--- config.mk ---
export PLATFORM = sky130hd
export DESIGN_NAME = output_serializer
export DESIGN_NICKNAME = d
export VERILOG_FILES = /design/src/rtl/output_serializer.sv
export SDC_FILE = /design/constraint.sdc
export NUM_CORES = 1
export LEC_CHECK = 0
export BUFFER_PORTS_ARGS = -buffer_cell sky130_fd_sc_hd__buf_4
export CAP_MARGIN = 15
export CORE_MARGIN = 2
export CORE_UTILIZATION = 55
export CTS_CLUSTER_SIZE = 16
export DETAILED_ROUTE_END_ITERATION = 10
export PLACE_DENSITY = 0.79
export SLEW_MARGIN = 20
export SYNTH_ARGS = -nofsm -noshare
export SYNTH_HDL_FRONTEND = slang
export SYNTH_SLANG_ARGS = --single-unit
export TNS_END_PERCENT = 30
--- constraint.sdc ---
create_clock -name clk -period 14.6 [get_ports clk]
set_clock_uncertainty 0.1 [all_clocks]
set_input_delay 0 -clock clk [delete_from_list [all_inputs] [get_ports clk]]
set_output_delay 0 -clock clk [all_outputs]
set_load 0.02 [all_outputs]
--- src/rtl/output_serializer.sv ---
// Result drain: snapshots the ROWSxCOLS result bus after a programmable delay and
// streams it row-major over LANES serial lanes with a valid/ready handshake.
module output_serializer #(
    parameter int unsigned D_W        = 8,
    parameter int unsigned ROWS       = 2,
    parameter int unsigned COLS       = 2,
    parameter int unsigned LANES      = 1,
    parameter int unsigned INIT_DELAY = 2,
    parameter bit          MSB_FIRST  = 1'b0
) (
    input  logic                         clk,
    input  logic                         rst,
    input  logic [ROWS*COLS*2*D_W-1:0]   core_out_z,
    input  logic                         init,
    input  logic                         err_clr,
    output logic [LANES-1:0]             data_out,
    output logic                         tx_valid,
    input  logic                         tx_ready,
    output logic                         tx_first,
    output logic                         tx_last,
    output logic                         busy,
    output logic                         overrun
);

    localparam int unsigned EL_W  = 2 * D_W;
    localparam int unsigned BEATS = (LANES == 0) ? 1 : EL_W / LANES;
    localparam int unsigned BW    = (BEATS > 1) ? $clog2(BEATS) : 1;
    localparam int unsigned CW    = (COLS  > 1) ? $clog2(COLS)  : 1;
    localparam int unsigned RW    = (ROWS  > 1) ? $clog2(ROWS)  : 1;

    localparam logic [BW-1:0] BEAT_MAX = BW'(BEATS - 1);
    localparam logic [CW-1:0] COL_MAX  = CW'(COLS - 1);
    localparam logic [RW-1:0] ROW_MAX  = RW'(ROWS - 1);

    if (LANES == 0 || (EL_W % LANES) != 0) begin : g_bad_lanes
        $error("output_serializer: LANES must divide 2*D_W");
    end
    if (INIT_DELAY > 255) begin : g_bad_delay
        $error("output_serializer: INIT_DELAY must be 0..255");
    end

    typedef enum logic [1:0] {IDLE, WAIT, SEND} state_t;

    state_t          state_q, state_d;
    logic [7:0]      dcnt_q, dcnt_d;
    logic [BW-1:0]   beat_q, beat_d;
    logic [CW-1:0]   col_q, col_d;
    logic [RW-1:0]   row_q, row_d;
    logic            overrun_q, overrun_d;
    logic            capture;
    logic            is_last;
    logic [BW-1:0]   chunk;
    logic [EL_W-1:0] elem;

    // Snapshot is deliberately left out of reset; it is only read in SEND.
    logic [EL_W-1:0] shadow [ROWS][COLS];

    always_ff @(posedge clk) begin
        if (capture) begin
            for (int unsigned r = 0; r < ROWS; r++) begin
                for (int unsigned c = 0; c < COLS; c++) begin
                    shadow[r][c] <= core_out_z[(r*COLS + c)*EL_W +: EL_W];
                end
            end
        end
    end

    always_ff @(posedge clk or posedge rst) begin
        if (rst) begin
            state_q   <= IDLE;
            dcnt_q    <= '0;
            beat_q    <= '0;
            col_q     <= '0;
            row_q     <= '0;
            overrun_q <= 1'b0;
        end else begin
            state_q   <= state_d;
            dcnt_q    <= dcnt_d;
            beat_q    <= beat_d;
            col_q     <= col_d;
            row_q     <= row_d;
            overrun_q <= overrun_d;
        end
    end

    always_comb begin
        state_d   = state_q;
        dcnt_d    = dcnt_q;
        beat_d    = beat_q;
        col_d     = col_q;
        row_d     = row_q;
        overrun_d = overrun_q;
        capture   = 1'b0;
        is_last   = (row_q == ROW_MAX) && (col_q == COL_MAX) && (beat_q == BEAT_MAX);

        case (state_q)
            IDLE: begin
                if (err_clr) overrun_d = 1'b0;
                if (init) begin
                    if (INIT_DELAY == 0) begin
                        capture = 1'b1;
                        state_d = SEND;
                    end else begin
                        dcnt_d  = 8'(INIT_DELAY - 1);
                        state_d = WAIT;
                    end
                end
            end
            WAIT: begin
                if (init) overrun_d = 1'b1;
                if (dcnt_q == 8'd0) begin
                    capture = 1'b1;
                    state_d = SEND;
                end else begin
                    dcnt_d = dcnt_q - 8'd1;
                end
            end
            SEND: begin
                if (init) overrun_d = 1'b1;
                if (tx_ready) begin
                    if (is_last) begin
                        state_d = IDLE;
                        dcnt_d  = '0;
                        beat_d  = '0;
                        col_d   = '0;
                        row_d   = '0;
                    end else if (beat_q == BEAT_MAX) begin
                        beat_d = '0;
                        if (col_q == COL_MAX) begin
                            col_d = '0;
                            row_d = row_q + 1'b1;
                        end else begin
                            col_d = col_q + 1'b1;
                        end
                    end else begin
                        beat_d = beat_q + 1'b1;
                    end
                end
            end
            default: state_d = IDLE;
        endcase
    end

    // MSB-first only reverses chunk order; lane order inside a chunk is untouched.
    always_comb begin
        elem     = shadow[row_q][col_q];
        chunk    = MSB_FIRST ? (BEAT_MAX - beat_q) : beat_q;
        tx_valid = (state_q == SEND);
        busy     = (state_q != IDLE);
        data_out = tx_valid ? elem[chunk*LANES +: LANES] : '0;
        tx_first = tx_valid && (row_q == '0) && (col_q == '0) && (beat_q == '0);
        tx_last  = tx_valid && is_last;
        overrun  = overrun_q;
    end

endmodule

==> results.txt <==
Most common cell in the netlist = edfxtp_1
Syn Inst Count = 225
Top post-synthesis cells by area = edfxtp_1 (55%), dfrtp_1 (12%), mux4_2 (9.6%)
Synth Area in Simple Gates = 8.03%
Clock network power share = 16.7%
Clk sink count = 81
Synth-to-layout area growth = 41.8%
Ys flop type = edfxtp_1
Fill cell count = 354
Pwr per Cell Area = 168 nW/um^2
Die height = 83.8 um
RSZ-0062 raised after global routing = no
Inserted Diodes = 0
Final hold violations = 0
Leakage dissipation = 0.00195 uW
Setup_tns = 0 ns
Nets = 448
Placer Congestion = 0.848
CTS Buf Count = 9
Ys async rst share = 21.0%
Rel. slew slack = 37.4%
ANT nets after route = 0
CTS Buffer Depth = 2
FMAX = 336 MHz
Max incr delay on CP = 0.96 ns
Crit Path Max Fanout = 19
Yosys cell types = 43
Sw Share = 34.5%
Data required time of the worst path = 14.50 ns
Cell area after synthesis = 3500 sq um
Path length in cells of the critical path = 6
Total core area = 6240 sq um
Sequential share of power = 47.5%
Yosys warns = 0
Initial DRC count = 149
Yosys reg bits = 81
CTS H-tree depth = 3
Worst-Margin Slew = 0.940 ns
P_int = 545 uW
Status = finished, final reports clean
CP delay by family, top = flip-flops
Area after DPL = 4130 sq um
Vias in the first global route = 2687
Final setup fails = 0
VDD IR max = 157 uV
Remaining DRCs = 0
Combinational power share = 35.8%
Min-delay worst type = in2async
CP Data Arrival Time = 2.88 ns
Via count = 2480
Mapped Nets = 303
Main combinational cell family by area after synthesis = multiplexers
First-pass GRT wire length = 13.0 mm
Initial core utilization = 56.2%
Class of the most critical setup path = reg2out
Post-CTS Setup Inserts = 0
CP bufs+invs = 1
Post-synth EDFFs = 64
Clk root buf = clkbuf_8
Largest net degree at the start of global routing = 66
Clock Latency Late Sink = 0.34 ns
FF-to-FF path depth = 8
Final Cycle Share = 20.4%
Sw Pwr = 288 uW
Final min period = 2.98 ns
Post-synthesis adder-cell area fraction = 3.21%
Overall routed net length = 7.89 mm
Grt ovf = 0
Critical path cell sequence = mux4_2 -> mux2_2 -> nor4b_1 -> nor4_1 -> and4_1 -> buf_4
Area fraction of the dominant cell type after synthesis = 54.8%
Synth Area in Compound Gates = 6.07%
Chip width = 83.8 um
Worst path slowest cell = dfrtp_1
Final slew viol count = 0
CTS tree = built
Clk pin slew, worst setup/hold paths = 0.08 ns
FP Rows = 29
Io pins = 75
Yosys top cell by area = edfxtp_1
Port Buffers = 74
CP startpoint kind = register
Die footprint = 7030 sq um
Multiplexer share of the synthesized area = 12.3%
Max-cap violations = 0
XOR/XNOR Fraction of Synth Area = 0.750%
Synth cell count leaders = edfxtp_1 (64), dfrtp_1 (17), mux4_2 (15)
Post-Layout Inst Area = 4970 sq um
Vias/cell = 5.50
Initial DRT Pass Iterations = 4
Initial antenna violation count = 0
Setup crit end kind = output pin
Syn_area_per_cell = 15.6 sq um
WL/cell = 17.5 um
Tot GR Track Use = 24.5%
Detailed-placement wirelength estimate = 4.38 mm
Sequential share of the synthesized area = 67.0%
Fraction of layout instances using a drive strength above 1 = 29.9%
## kinds of logic after synthesis
family | count (synthesis)
flops | 81
simple gates | 53
compound gates | 34
mux | 24
buf+inv | 21
fa+ha+maj | 9
xor+xnor | 3
## placed cells by master (no fill, tap or decap), types with 5 or more instances in the layout
cell,count
o21ai_1,9
mux2i_1,6
buf_4,76
dlygate4sd3_1,68
dfrtp_1,17
mux4_2,15
nand2_1,14
nor2_1,10
a21oi_1,9
edfxtp_1,64
o21ai_0,6
nand3_1,7
nor3_1,5
inv_1,11
ha_1,9
clkbuf_8,9
## power by group through the flow
stage                     registers (uW)  clock network (uW)  logic, uW
after floorplan                      373                   0        229
after global placement               394                   0        270
after detailed placement             398                   0        276
after CTS                            393                 138        295
after global routing                 406                 149        328
final                                396                 139        298
## cell type report
type                    count  area (sq um)  area share, %
clock inverters             5          32.5          0.655
well taps                  77          96.3           1.94
inverters                  11          41.3          0.831
multi-input cells         123          1070           21.6
clock buffers              10           128           2.57
flip-flops and latches     81          2350           47.2
repair buffers            144          1250           25.2
## timing repair
item,CTS,global route
hold buffers,68,0
resized for setup,0,0
endpoints found under the hold margin,87,0
## flip-flops by register name (all words and copies together), names as in the netlist
name     count
shadow      64
dcnt_q       8
beat_q       4
state_q      2
col_q        1
overrun      1
row_q        1
## tightest hold or removal path: cells and delay by family
family	cells	cell delay (ns)
buf+inv	3	1.12
## routing by layer
layer / track usage, % / up-vias / wire length, um
met4: 9.24 / 0 / 129
met3: 5.44 / 10 / 398
met5: 0 / - / 0
met1: 28.5 / 1223 / 2990
li1: - / 1155 / -
met2: 44.4 / 92 / 4370
## per-stage QoR
stage / setup WS (ns) / hold slack [ns] / instances / util, % / total power (uW)
4_1_cts: 11.61 / 0.214 / 451 / 79.6 / 826
2_1_floorplan: 9.94 / -0.174 / 225 / - / 602
3_3_place_gp: 11.75 / 0.0164 / 368 / 66.1 / 665
6_report: 11.62 / 0.192 / 451 / 79.6 / 833
5_1_grt: 11.43 / 0.261 / 451 / 79.6 / 883
3_5_place_dp: 11.67 / 0.0249 / 368 / 66.1 / 675
## final timing paths
path,startpoint,endpoint,slack [ns]
setup / recovery,row_q,data_out,11.62
hold / removal,rst,dcnt_q[7],0.19
setup reg to reg,state_q[1],dcnt_q[7],11.66
hold reg to reg,dcnt_q[1],dcnt_q[1],0.44
max in group asynchronous,rst,beat_q[1],13.79
min in group clk,core_out_z[43],shadow[1][27],0.27
Power figures use the tool's default switching activity.
